$ cat src/rtl/guard_pkg.sv
// Shared definitions for the write access guard.
// Holds the default parameter values and the bit layout of an alert record.
// Record layout, MSB to LSB: {id, addr, data, locked}.
// Ports: none (package).
package guard_pkg;

  localparam int DEF_ADDR_W      = 8;
  localparam int DEF_DATA_W      = 8;
  localparam int DEF_ID_W        = 2;
  localparam int DEF_NUM_RULES   = 4;
  localparam int DEF_FIFO_DEPTH  = 4;
  localparam int DEF_LOCK_THRESH = 3;

  // Width of the violation counter kept per requester ID.
  localparam int VIOL_CNT_W = 4;

  // Bit position of the locked flag inside an alert record.
  localparam int ALERT_LOCKED_LSB = 0;

  function automatic int alert_w(input int id_w, input int addr_w, input int data_w);
    return id_w + addr_w + data_w + 1;
  endfunction

  function automatic int alert_data_lsb();
    return ALERT_LOCKED_LSB + 1;
  endfunction

  function automatic int alert_addr_lsb(input int data_w);
    return alert_data_lsb() + data_w;
  endfunction

  function automatic int alert_id_lsb(input int addr_w, input int data_w);
    return alert_addr_lsb(data_w) + addr_w;
  endfunction

endpackage

$ cat src/rtl/guard_alert_fifo.sv
// Alert FIFO for the write access guard.
// Circular buffer with an extra pointer bit separating full from empty.
// A push while full is accepted only if a pop happens in the same cycle;
// otherwise it is dropped and flagged on drop for one cycle.
// Ports:
//   clk, rst              clock, synchronous active-high reset
//   push, push_data       write side
//   full, drop            full status, push-dropped strobe
//   pop_valid, pop_ready  read handshake (pop on valid && ready)
//   pop_data              head entry, stable while not popped
module guard_alert_fifo
  import guard_pkg::*;
#(
  parameter  int WIDTH = 8,
  parameter  int DEPTH = DEF_FIFO_DEPTH,
  localparam int PTR_W = $clog2(DEPTH)
) (
  input  logic             clk,
  input  logic             rst,
  input  logic             push,
  input  logic [WIDTH-1:0] push_data,
  output logic             full,
  output logic             drop,
  output logic             pop_valid,
  input  logic             pop_ready,
  output logic [WIDTH-1:0] pop_data
);

  logic [WIDTH-1:0] mem [DEPTH];
  logic [PTR_W:0]   wr_ptr;
  logic [PTR_W:0]   rd_ptr;
  logic             empty;
  logic             pop;
  logic             push_ok;

  assign empty     = (wr_ptr == rd_ptr);
  assign full      = (wr_ptr[PTR_W] != rd_ptr[PTR_W]) &&
                     (wr_ptr[PTR_W-1:0] == rd_ptr[PTR_W-1:0]);
  assign pop_valid = !empty;
  assign pop       = pop_valid && pop_ready;
  // A same-cycle pop frees the slot, so a push into a full FIFO still lands.
  assign push_ok   = push && (!full || pop);
  assign drop      = push && full && !pop;
  assign pop_data  = mem[rd_ptr[PTR_W-1:0]];

  always_ff @(posedge clk) begin
    if (rst) begin
      wr_ptr <= '0;
      rd_ptr <= '0;
    end else begin
      if (push_ok) wr_ptr <= wr_ptr + 1'b1;
      if (pop)     rd_ptr <= rd_ptr + 1'b1;
    end
  end

  always_ff @(posedge clk) begin
    if (push_ok) mem[wr_ptr[PTR_W-1:0]] <= push_data;
  end

endmodule

$ cat src/rtl/write_access_guard.sv
// Write access guard.
// Checks each write attempt against a programmable rule table (owner ID plus
// inclusive address window), tracks violations per requester ID with lockout,
// and queues an alert record for each violation.
// Ports:
//   clk, rst                          clock, synchronous active-high reset
//   cfg_we/idx/en/id/base/limit       rule table write port
//   wr_valid/addr/data/id             write attempt
//   dec_valid, wr_allow, wr_block     registered decision (1 cycle latency)
//   alert_valid/ready, alert_*        alert FIFO head and pop handshake
//   alert_overflow                    sticky alert-dropped flag
//   lock_mask, clear_lock             per-ID lockout status and clear
module write_access_guard
  import guard_pkg::*;
#(
  parameter  int ADDR_W      = DEF_ADDR_W,
  parameter  int DATA_W      = DEF_DATA_W,
  parameter  int ID_W        = DEF_ID_W,
  parameter  int NUM_RULES   = DEF_NUM_RULES,
  parameter  int FIFO_DEPTH  = DEF_FIFO_DEPTH,
  parameter  int LOCK_THRESH = DEF_LOCK_THRESH,
  localparam int IDX_W       = (NUM_RULES > 1) ? $clog2(NUM_RULES) : 1,
  localparam int NUM_IDS     = 1 << ID_W
) (
  input  logic               clk,
  input  logic               rst,
  input  logic               cfg_we,
  input  logic [IDX_W-1:0]   cfg_idx,
  input  logic               cfg_en,
  input  logic [ID_W-1:0]    cfg_id,
  input  logic [ADDR_W-1:0]  cfg_base,
  input  logic [ADDR_W-1:0]  cfg_limit,
  input  logic               wr_valid,
  input  logic [ADDR_W-1:0]  wr_addr,
  input  logic [DATA_W-1:0]  wr_data,
  input  logic [ID_W-1:0]    wr_id,
  output logic               dec_valid,
  output logic               wr_allow,
  output logic               wr_block,
  output logic               alert_valid,
  input  logic               alert_ready,
  output logic [ID_W-1:0]    alert_id,
  output logic [ADDR_W-1:0]  alert_addr,
  output logic [DATA_W-1:0]  alert_data,
  output logic               alert_locked,
  output logic               alert_overflow,
  output logic [NUM_IDS-1:0] lock_mask,
  input  logic [NUM_IDS-1:0] clear_lock
);

  localparam int AW = alert_w(ID_W, ADDR_W, DATA_W);
  localparam logic [VIOL_CNT_W-1:0] THRESH = VIOL_CNT_W'(LOCK_THRESH);

  logic              rule_en    [NUM_RULES];
  logic [ID_W-1:0]   rule_id    [NUM_RULES];
  logic [ADDR_W-1:0] rule_base  [NUM_RULES];
  logic [ADDR_W-1:0] rule_limit [NUM_RULES];

  logic [VIOL_CNT_W-1:0] viol_cnt [NUM_IDS];
  logic [NUM_IDS-1:0]    lock_q;

  logic          hit_p0;
  logic          locked_p0;
  logic          allow_p0;
  logic          viol_p0;
  logic [AW-1:0] rec_p0;

  logic vld_p1;
  logic allow_p1;
  logic block_p1;

  logic          fifo_full;
  logic          fifo_drop;
  logic [AW-1:0] head;
  logic          ovf_q;

  // The table is written at the clock edge, so a same-cycle write attempt is
  // judged against the entries as they were before the update.
  always_ff @(posedge clk) begin
    if (rst) begin
      for (int i = 0; i < NUM_RULES; i++) begin
        rule_en[i]    <= 1'b0;
        rule_id[i]    <= '0;
        rule_base[i]  <= '0;
        rule_limit[i] <= '0;
      end
    end else if (cfg_we && (int'(cfg_idx) < NUM_RULES)) begin
      rule_en[cfg_idx]    <= cfg_en;
      rule_id[cfg_idx]    <= cfg_id;
      rule_base[cfg_idx]  <= cfg_base;
      rule_limit[cfg_idx] <= cfg_limit;
    end
  end

  // Stage p0: rule match and authorisation. A window with base > limit can
  // never satisfy both bounds, so it matches nothing without extra logic.
  always_comb begin
    hit_p0 = 1'b0;
    for (int i = 0; i < NUM_RULES; i++) begin
      if (rule_en[i] && (rule_id[i] == wr_id) &&
          (wr_addr >= rule_base[i]) && (wr_addr <= rule_limit[i]))
        hit_p0 = 1'b1;
    end
  end

  assign locked_p0 = lock_q[wr_id];
  assign allow_p0  = hit_p0 && !locked_p0;
  assign viol_p0   = wr_valid && !allow_p0;
  assign rec_p0    = {wr_id, wr_addr, wr_data, locked_p0 && hit_p0};

  // Violation counters; a clear wins over a same-cycle increment.
  always_ff @(posedge clk) begin
    if (rst) begin
      for (int k = 0; k < NUM_IDS; k++) viol_cnt[k] <= '0;
      lock_q <= '0;
    end else begin
      for (int k = 0; k < NUM_IDS; k++) begin
        if (clear_lock[k]) begin
          viol_cnt[k] <= '0;
          lock_q[k]   <= 1'b0;
        end else if (viol_p0 && (wr_id == ID_W'(k)) && (viol_cnt[k] < THRESH)) begin
          viol_cnt[k] <= viol_cnt[k] + 1'b1;
          if (viol_cnt[k] + 1'b1 == THRESH) lock_q[k] <= 1'b1;
        end
      end
    end
  end

  // Stage p1: registered decision.
  always_ff @(posedge clk) begin
    if (rst) begin
      vld_p1   <= 1'b0;
      allow_p1 <= 1'b0;
      block_p1 <= 1'b0;
    end else begin
      vld_p1   <= wr_valid;
      allow_p1 <= wr_valid && allow_p0;
      block_p1 <= viol_p0;
    end
  end

  // The FIFO captures on the same edge as the decision register, so the alert
  // becomes visible in the same cycle as dec_valid.
  guard_alert_fifo #(
    .WIDTH (AW),
    .DEPTH (FIFO_DEPTH)
  ) u_alert_fifo (
    .clk       (clk),
    .rst       (rst),
    .push      (viol_p0),
    .push_data (rec_p0),
    .full      (fifo_full),
    .drop      (fifo_drop),
    .pop_valid (alert_valid),
    .pop_ready (alert_ready),
    .pop_data  (head)
  );

  always_ff @(posedge clk) begin
    if (rst)            ovf_q <= 1'b0;
    else if (fifo_drop) ovf_q <= 1'b1;
  end

  assign dec_valid      = vld_p1;
  assign wr_allow       = allow_p1;
  assign wr_block       = block_p1;
  assign lock_mask      = lock_q;
  assign alert_overflow = ovf_q;
  assign alert_locked   = head[ALERT_LOCKED_LSB];
  assign alert_data     = head[alert_data_lsb() +: DATA_W];
  assign alert_addr     = head[alert_addr_lsb(DATA_W) +: ADDR_W];
  assign alert_id       = head[alert_id_lsb(ADDR_W, DATA_W) +: ID_W];

endmodule

$ cat config.mk
export PLATFORM = sky130hd
export DESIGN_NAME = write_access_guard
export DESIGN_NICKNAME = d
export VERILOG_FILES = /design/src/rtl/guard_pkg.sv /design/src/rtl/guard_alert_fifo.sv /design/src/rtl/write_access_guard.sv
export SDC_FILE = /design/constraint.sdc
export NUM_CORES = 1
export LEC_CHECK = 0
export ABC_AREA = 1
export BUFFER_PORTS_ARGS = -buffer_cell sky130_fd_sc_hd__buf_2
export CORE_ASPECT_RATIO = 1.75
export CORE_MARGIN = 2
export CORE_UTILIZATION = 60
export DETAILED_ROUTE_END_ITERATION = 7
export GPL_ROUTABILITY_DRIVEN = 0
export PLACE_DENSITY = 0.92
export SLEW_MARGIN = 10
export SYNTH_ARGS = -nofsm -noshare
export SYNTH_HDL_FRONTEND = slang
export SYNTH_SLANG_ARGS = --single-unit
$ cat constraint.sdc
create_clock -name clk -period 3.1 [get_ports clk]
set_input_delay 0.31 -clock clk [delete_from_list [all_inputs] [get_ports clk]]
set_output_delay 0.31 -clock clk [all_outputs]
set_load 0.02 [all_outputs]
==> metrics, run 1 <==
main area contributors after synthesis edfxtp_1 (56%), ha_1 (11%), nor2_1 (7.1%), inv_1 (5.2%), nand2_1 (5.0%); met3 routed WL 1121 um; average size of a mapped cell 10.45 sq um; Final Hold Fails 0; crit path cell chain inv_1 -> ha_1 -> nand2_1 -> nor2_1 -> nand2_1 -> nand2_1 -> nand2_1 -> nand3_1 -> nand4_2 -> nand2_4 -> nand3_4 -> nor2_1 -> buf_4; CTS tree yes; Yosys reg bits 184; clk root buf clkbuf_16; class of the worst hold path input pin to flop; max-slew violations 0; First-pass DRT Iterations 6; area grow syn2layout 14.16%; Mapped Area ~8900 sq um; Worst Max-Slew Pin Slew approximately 0.55 ns; post-route ant nets 0; DRC viols 0; Worst EP required between 3 and 4 ns; routed via count 6533; Top Metal Used met4; first-pass GRT wire length ~31000 um; Die Wd 96.23 um; CTS resizes 0; setup TNS 0 ns; overall routed net length ~20000 um; skew final 0.01450 ns; Initial DRC Count 528; Post-Route M1 WL 6870 um; vias per cell roughly 5.7; clock transition at the registers of the reported paths ~0.080 ns; status finished clean; crit-path most repeated cell nand2_1; clock latency on the worst-skew pair around 0.45 ns; critical path arrival 2.82 ns; leading area contributor after synthesis edfxtp_1; Critical Path End Type flop; metal2 WL 10930 um; Top Family by Delay on Critical Path simple AND/OR/NAND/NOR gates; share of the cycle needed by the critical path after routing 0.8725; Mapped Cells 855; Min Clock Period, post-route roughly 2.7 ns; clock buffer depth 2; Post-synth EDFFs 168; CP peak stage delay approximately 0.34 ns; Achievable Freq around 0.37 GHz; CP Buf/Inv Count 2; GRT Residual Overflow 0; Multi-input gate area 3012 sq um; Rel. slew slack 0.6334; register area share after synthesis 0.6007; placed wire-length estimate 12860 um; register area 5365 sq um; die height about 170 um; Port-buffer cells 75; RSZ-0062 raised after global routing false; Max Cap Violations 0; Peak VDD IR 0.4007 mV; CP startpoint kind flop; Final Setup Violations 0; gr usage total 0.2683; row count between 50 and 60; Ys Warns 0; Critical Path Slowest Stage Cell edfxtp_1; CORE AREA 14690 sq um; Avg WL per Cell 17.72 um; ANT cells 0; Nets 1074; CTS buffer count 17; kind of critical path flop to flop; vias in the first global route 6581; crit-path max FO 19; Primary FF master, synth edfxtp_1; post-synth top area share 0.5649; top-count cell post-synth nor2_1; Post-CTS Setup Inserts 0; I/O pin total 76; Post-synth ARST share 0; Final Non-Filler Cells between 1000 and 1500; Synth top cells by count nor2_1 (170), edfxtp_1 (168), inv_1 (123), nand2_1 (118), ha_1 (77); largest net degree at the start of global routing 39; fraction of layout cells with a size suffix above 1 0.1414; placed cell count 1113; # fillers 936; Distinct cells, synth 37; Die ar. 15920 sq um; Clock Sinks 184; Design Power between 6000 and 7000 uW; power per cell area around 620 nW/um^2; initial antenna violation count 0; P_leak 0.004527 uW; # H-tree levels 4; final hold slack 0.08253 ns; initial core utilization 0.6080; Post-CTS Hold Buffers 0
==> worst paths after layout <==
| path | from | to | slack [ns] | cells past startpoint |
|---|---|---|---|---|
| hold / removal | wr_data[0] | u_alert_fifo.mem[0][1] | 0.08 | 1 |
| setup reg to reg | rule_limit[0][6] | u_alert_fifo.mem[1][16] | 0.40 | 13 |
| setup / recovery | rule_limit[0][6] | u_alert_fifo.mem[1][16] | 0.40 | 13 |
| hold reg to reg | lock_mask[3] | lock_mask[3] | 0.49 | 2 |
==> state kept, by name (all words and copies together), names as in the netlist, 4 cells and up, named ones only <==
register / cells
u_alert_fifo.mem: 76
rule_base: 32
rule_limit: 32
viol_cnt: 16
rule_id: 8
lock_mask: 4
rule_en: 4
==> cell type report <==
cell class              instances  area share
repair buffers                 91     0.04860
well taps                     183     0.02246
clock buffers                  17     0.04172
multi-input cells             529      0.2954
inverters                     126     0.04639
clock inverters                15     0.01927
flip-flops and latches        184      0.5262
==> report_power, final <==
part | internal, uW | total, uW | switching (uW)
Combinational | 366 | 1150 | 784
Clock | 1100 | 2200 | 1090
Sequential | 2890 | 2960 | 77.9
Total | 4360 | 6310 | 1960
==> metrics by stage <==
step                  util  worst slack (ns)  instance area (sq um)
floorplan                -            0.3846                   8957
global placement    0.6517            0.5224                   9574
detailed placement  0.6517            0.3760                   9574
CTS                 0.6941            0.4347                  10200
global route        0.6941            0.2840                  10200
finish              0.6941            0.3954                  10200
==> logic make-up after synthesis <==
group                    after synthesis  share of synthesized area
buffers and inverters                149                    0.06556
adder cells (fa/ha/maj)               77                     0.1079
flip-flops                           184                     0.6007
AO/OA/AOI/OAI                        102                    0.06430
AND/OR/NAND/NOR                      333                     0.1523
XOR/XNOR                               9                   0.008826
other                                  1                  0.0004199
==> placed cells by master, fill, tap and decap left out, types with 2 or more instances in the layout <==
master / n
a21o_1: 2
a21oi_1: 20
buf_2: 75
buf_4: 16
clkbuf_16: 17
clkinv_4: 2
clkinv_8: 7
conb_1: 8
dfxtp_1: 16
edfxtp_1: 168
ha_1: 77
inv_1: 123
inv_2: 2
inv_6: 3
inv_8: 2
nand2_1: 118
nand3_1: 19
nand4_1: 10
nor2_1: 168
nor2_2: 3
nor3_1: 4
nor4_1: 4
o21a_1: 6
o21ai_0: 43
o21ai_1: 4
o21bai_1: 3
o22ai_1: 20
xnor2_1: 3
xor2_1: 6
==> metal layers <==
layer,up-vias,track usage
met1,3064,0.2675
met2,312,0.4874
met3,117,0.04900
li1,3040,-
met4,0,0.1831
met5,-,0
(Power assumes the default switching activity.)
==> run 2: changes to the inputs <==
--- a/config.mk
+++ b/config.mk
@@ -6,12 +6,11 @@
 export NUM_CORES = 1
 export LEC_CHECK = 0
-export ABC_AREA = 1
 export BUFFER_PORTS_ARGS = -buffer_cell sky130_fd_sc_hd__buf_2
 export CORE_ASPECT_RATIO = 1.75
 export CORE_MARGIN = 2
-export CORE_UTILIZATION = 60
+export CORE_UTILIZATION = 63
 export DETAILED_ROUTE_END_ITERATION = 7
 export GPL_ROUTABILITY_DRIVEN = 0
-export PLACE_DENSITY = 0.92
+export PLACE_DENSITY = 0.95
 export SLEW_MARGIN = 10
 export SYNTH_ARGS = -nofsm -noshare
==> constraint.sdc (replaced) <==
create_clock -name clk -period 3.35 [get_ports clk]
set_input_delay 0.1675 -clock clk [delete_from_list [all_inputs] [get_ports clk]]
set_output_delay 0.1675 -clock clk [all_outputs]
set_load 0.02 [all_outputs]
==> metrics, run 2 <==
Final Hold Fails 0; GRT Residual Overflow 0; Peak VDD IR 0.4613 mV; leading area contributor after synthesis edfxtp_1; power per cell area between 500 and 600 nW/um^2; clock share of power 0.338; die height 160.1 um; gr usage total 0.2594; combinational power share 0.168; most frequent cells in the layout edfxtp_1 (168), and2_1 (79), ha_1 (77), buf_2 (75), inv_1 (70); status finished clean; vias per cell 5.852; Synth top cells by count edfxtp_1 (168), and2_1 (79), ha_1 (77), inv_1 (70), a21oi_1 (28); post-route ant nets 0; kind of critical path flop to flop; Internal Power 4091 uW; Distinct cells, synth 46; Post-synth EDFFs roughly 170; Sw Ratio 0.2639; register area share after synthesis 0.6114; RSZ-0062 raised after global routing false; critical path arrival 3.17 ns; commonest non-fill, non-tap cell in the layout edfxtp_1; CP startpoint kind flop; initial antenna violation count 0; CTS tree yes; worst setup path endpoint u_alert_fifo.mem[2][13]; largest net degree at the start of global routing 28; Worst Max-Slew Pin Slew roughly 0.89 ns; Ys Warns 0; Primary FF master, synth edfxtp_1; vias in the first global route 5956; clock latency on the worst-skew pair 0.43 ns; Design Power 5558 uW; average size of a mapped cell 13.73 sq um; Mapped Area 8775 sq um; share of the cycle needed by the critical path after routing 0.9036; Nets about 870; share of power burned in registers 0.494; overall routed net length 18490 um; Initial DRC Count 361; Achievable Freq roughly 0.33 GHz; main area contributors after synthesis edfxtp_1 (57%), ha_1 (11%), and2_1 (5.6%), mux4_2 (5.1%), dfxtp_1 (3.7%); clock transition at the registers of the reported paths 0.07 ns; Worst EP required 3.49 ns; I/O pin total 76; Post-CTS Setup Inserts 0; clk root buf clkbuf_16; fraction of layout cells with a size suffix above 1 0.1910; Post-synth ARST share 0; Port-buffer cells 75; initial core utilization 0.6375; DRC viols 0; Rel. slew slack 0.4060; P_leak 0.004112 uW; CTS buffer count 17; R2R Path Start rule_base[0][2]; area grow syn2layout 14.50%; ANT cells 0; placed wire-length estimate 12870 um; routed via count 5448; Avg WL per Cell 19.86 um; FF-to-FF End u_alert_fifo.mem[2][13]; Clock Sinks 184; CORE AREA roughly 14000 sq um; # H-tree levels 4; # fillers 793; post-synth top area share 0.5749; Min Clock Period, post-route 3.027 ns; Largest register FFs 76; P_sw ~1500 uW; Critical Path End Type flop; class of the worst hold path input pin to flop; skew final approximately 0.012 ns; fin util 0.7299; Reg2Reg Depth 11; Final Setup Violations 0; clock buffer depth 2; Max Cap Violations 0; Die Wd approximately 93 um; row count 57; Yosys reg bits about 180; setup TNS 0 ns; top-count cell post-synth edfxtp_1; Mapped Cells 639; First-pass DRT Iterations 6; Die ar. 14920 sq um; crit path from rule_base[0][2]; first-pass GRT wire length roughly 29000 um; crit-path max FO 15; R2R setup slack 0.32 ns; max-slew violations 0
## run 2: final cells by class
type,instances,area (sq um),share of cell area
inverter,70,262.8,0.02615
clock buffer,18,429.2,0.04272
tap,177,221.5,0.02204
multi-input combinational,374,3089,0.3075
timing repair buffer,94,560.5,0.05579
sequential,184,5365,0.5340
clock inverter,14,118.9,0.01183
## run 2: through the flow
stage,instance area (sq um),hold WS [ns],cells,worst slack (ns)
global placement,9376,0.3658,887,0.4673
floorplan,8801,0.2443,646,0.7489
finish,10050,0.005662,931,0.3228
detailed placement,9376,0.3746,887,0.3090
CTS,10040,0.001685,931,0.4063
global route,10050,0.006325,931,0.1028
## run 2: worst min-delay path by stage
stage,startpoint,end,slack [ns],cells past startpoint
4_1_cts,wr_addr[0],u_alert_fifo.mem[2][9],0.002,1
6_report,wr_addr[0],u_alert_fifo.mem[2][9],0.006,1
5_1_grt,wr_addr[0],u_alert_fifo.mem[2][9],0.006,1
3_3_place_gp,clear_lock[0],lock_mask[0],0.37,2
2_1_floorplan,clear_lock[0],lock_mask[0],0.24,1
3_5_place_dp,clear_lock[3],lock_mask[3],0.37,2
## run 2: timing repair
action,in CTS,in global routing
hold endpoints to repair,36,0
hold buffers,12,0
setup endpoints to repair,0,0
resized for setup,0,0
## run 2: power groups by stage
stage,Sequential (uW),Clock [uW],Combinational [uW]
2_1_floorplan,2760,0,634
3_3_place_gp,2780,0,858
3_5_place_dp,2790,0,911
4_1_cts,2740,1890,936
5_1_grt,2760,1970,1020
6_report,2740,1880,933
## run 2: critical path, stage by stage, from the launching register on
cell      delay, ns
edfxtp_1       0.37
inv_1          0.06
ha_1           0.24
a211oi_1       0.24
o21ai_0        0.12
a21oi_1        0.27
nor4b_1        0.14
o21ai_1        0.22
and3_4         0.32
and2b_4        0.21
and2_1         0.33
buf_12         0.20
## run 2: kinds of logic after synthesis
family | synth area share
adder cells (fa/ha/maj) | 0.1098
AND/OR/NAND/NOR | 0.1229
other | 0.0004274
multiplexers | 0.05704
flip-flops | 0.6114
AO/OA/AOI/OAI | 0.04477
buffers and inverters | 0.03978
XOR/XNOR | 0.01383
## run 2: per-layer routing
| layer | vias up | track usage | share of wire |
|---|---|---|---|
| met4 | 0 | 0.1791 | 0.062 |
| met3 | 78 | 0.04717 | 0.049 |
| li1 | 2502 | - | - |
| met1 | 2635 | 0.2609 | 0.33 |
| met5 | - | 0 | 0 |
| met2 | 233 | 0.4704 | 0.55 |
==> run 3: changes to the inputs <==
Settings changed: MAX_ROUTING_LAYER set to met4.
==> metrics, run 3 (synthesized netlist as in run 2, its figures left out) <==
Reg2Reg Depth 11; Top Family by Delay on Critical Path simple AND/OR/NAND/NOR gates; skew final roughly 0.012 ns; I/O pin total 76; First-pass DRT Iterations 7; most frequent cells in the layout edfxtp_1 (168), and2_1 (79), ha_1 (77), buf_2 (75), inv_1 (70); clock transition at the registers of the reported paths roughly 0.07 ns; crit path cell chain inv_1 -> ha_1 -> a211oi_1 -> o21ai_0 -> a21oi_1 -> nor4b_1 -> o21ai_1 -> and3_4 -> and2b_4 -> and2_1 -> buf_12; post-route cell area 10050 sq um; initial antenna violation count 0; row count 57; gr usage total 0.2672; pre-CTS setup slack slightly above 0.3 ns; met2 Usage GRT 0.4704; CTS buffer count 17; kind of critical path flop to flop; die height roughly 160 um; power per cell area 553.5 nW/um^2; share of the cycle needed by the critical path after routing 0.9013; # H-tree levels 4; Avg WL per Cell 19.87 um; Area after DPL 9376 sq um; overall routed net length 18500 um; initial core utilization 0.6375; hold wc startpoint wr_addr[0]; DRC viols 0; GRT Residual Overflow 0; clock latency on the worst-skew pair 0.43 ns; final hold slack 0.003742 ns; GR Util met3 0.04764; setup TNS 0 ns; vias per cell 5.858; CTS tree yes; Final Hold Fails 0; Min Clock Period, post-route slightly above 3 ns; post-route ant nets 0; first-pass GRT wire length 29090 um; Peak VDD IR between 0.4 and 0.5 mV; CORE AREA 13760 sq um; crit-path max FO 15; clk root buf clkbuf_16; R2R setup slack 0.33 ns; status finished clean; Final Setup Violations 0; fin worst setup slack ~0.33 ns; critical path arrival 3.16 ns; Initial DRC Count 361; CTS resizes 0; Port-buffer cells 75; routed via count 5454; Die Wd between 90 and 100 um; commonest non-fill, non-tap cell in the layout edfxtp_1; hold depth 1; Post-CTS Hold Buffers 12; area grow syn2layout 14.50%; met1 Use GR 0.2606; CP startpoint kind flop; CP Buf/Inv Count 2; Worst EP required 3.49 ns; Design Power between 5000 and 6000 uW; P_leak 0.004112 uW; R2R Path Start rule_base[0][2]; Largest register FFs 76; Post-CTS Setup Inserts 0; Achievable Freq 0.3312 GHz; Worst Max-Slew Pin Slew 0.8897 ns; Critical Path Slowest Stage Cell edfxtp_1; Max Cap Violations 0; FF-to-FF End u_alert_fifo.mem[2][13]; fraction of layout cells with a size suffix above 1 0.1910; max-slew violations 0; clock buffer depth 2; GRT busiest layer met2; CP peak stage delay 0.37 ns; Nets 866; Clock Sinks ~180; vias in the first global route 5947; placed wire-length estimate around 13000 um; hold endpoint u_alert_fifo.mem[2][9]; largest net degree at the start of global routing 28; class of the worst hold path input pin to flop; Critical Path End Type flop; ANT cells 0; Rel. slew slack 0.4061; Die ar. between 10000 and 15000 sq um; RSZ-0062 raised after global routing false
[run 3: cell counts in the layout (fill, tap and decap cells not counted)]
No cell type changed its count.
[run 3: final cells by class]
cell class / count / area, sq um
clock buffers: 18 / 429.2
well taps: 177 / 221.5
repair buffers: 94 / 560.5
inverters: 70 / 262.8
clock inverters: 14 / 118.9
fillers: 793 / 3717
multi-input cells: 374 / 3089
flip-flops and latches: 184 / 5365
[run 3: worst max path at each step]
stage / start / end / slack, ns / depth (start not counted)
after floorplan: rule_base[3][2] / u_alert_fifo.mem[0][0] / 0.75 / 10
after global placement: wr_addr[0] / u_alert_fifo.mem[2][9] / 0.47 / 12
after detailed placement: wr_addr[0] / u_alert_fifo.mem[2][9] / 0.31 / 12
after CTS: rule_base[1][2] / u_alert_fifo.mem[2][16] / 0.41 / 11
after global routing: rule_limit[0][1] / u_alert_fifo.mem[2][10] / 0.10 / 11
final: rule_base[0][2] / u_alert_fifo.mem[2][13] / 0.33 / 11
[run 3: report_power, final]
group,total (uW),switching [uW],internal (uW)
registers,2740,70.8,2670
logic,934,545,390
clock network,1880,855,1030
total,5560,1470,4090
[run 3: layer usage]
layer,wire length [um],part of all wire
met4,1189,0.064
met5,0,0
met3,845,0.046
met1,6233,0.34
met2,10240,0.55
[run 3: per-stage QoR]
stage,std cells,util
3_3_place_gp,887,0.6812
2_1_floorplan,646,-
5_1_grt,931,0.7299
3_5_place_dp,887,0.6812
6_report,931,0.7299
4_1_cts,931,0.7298
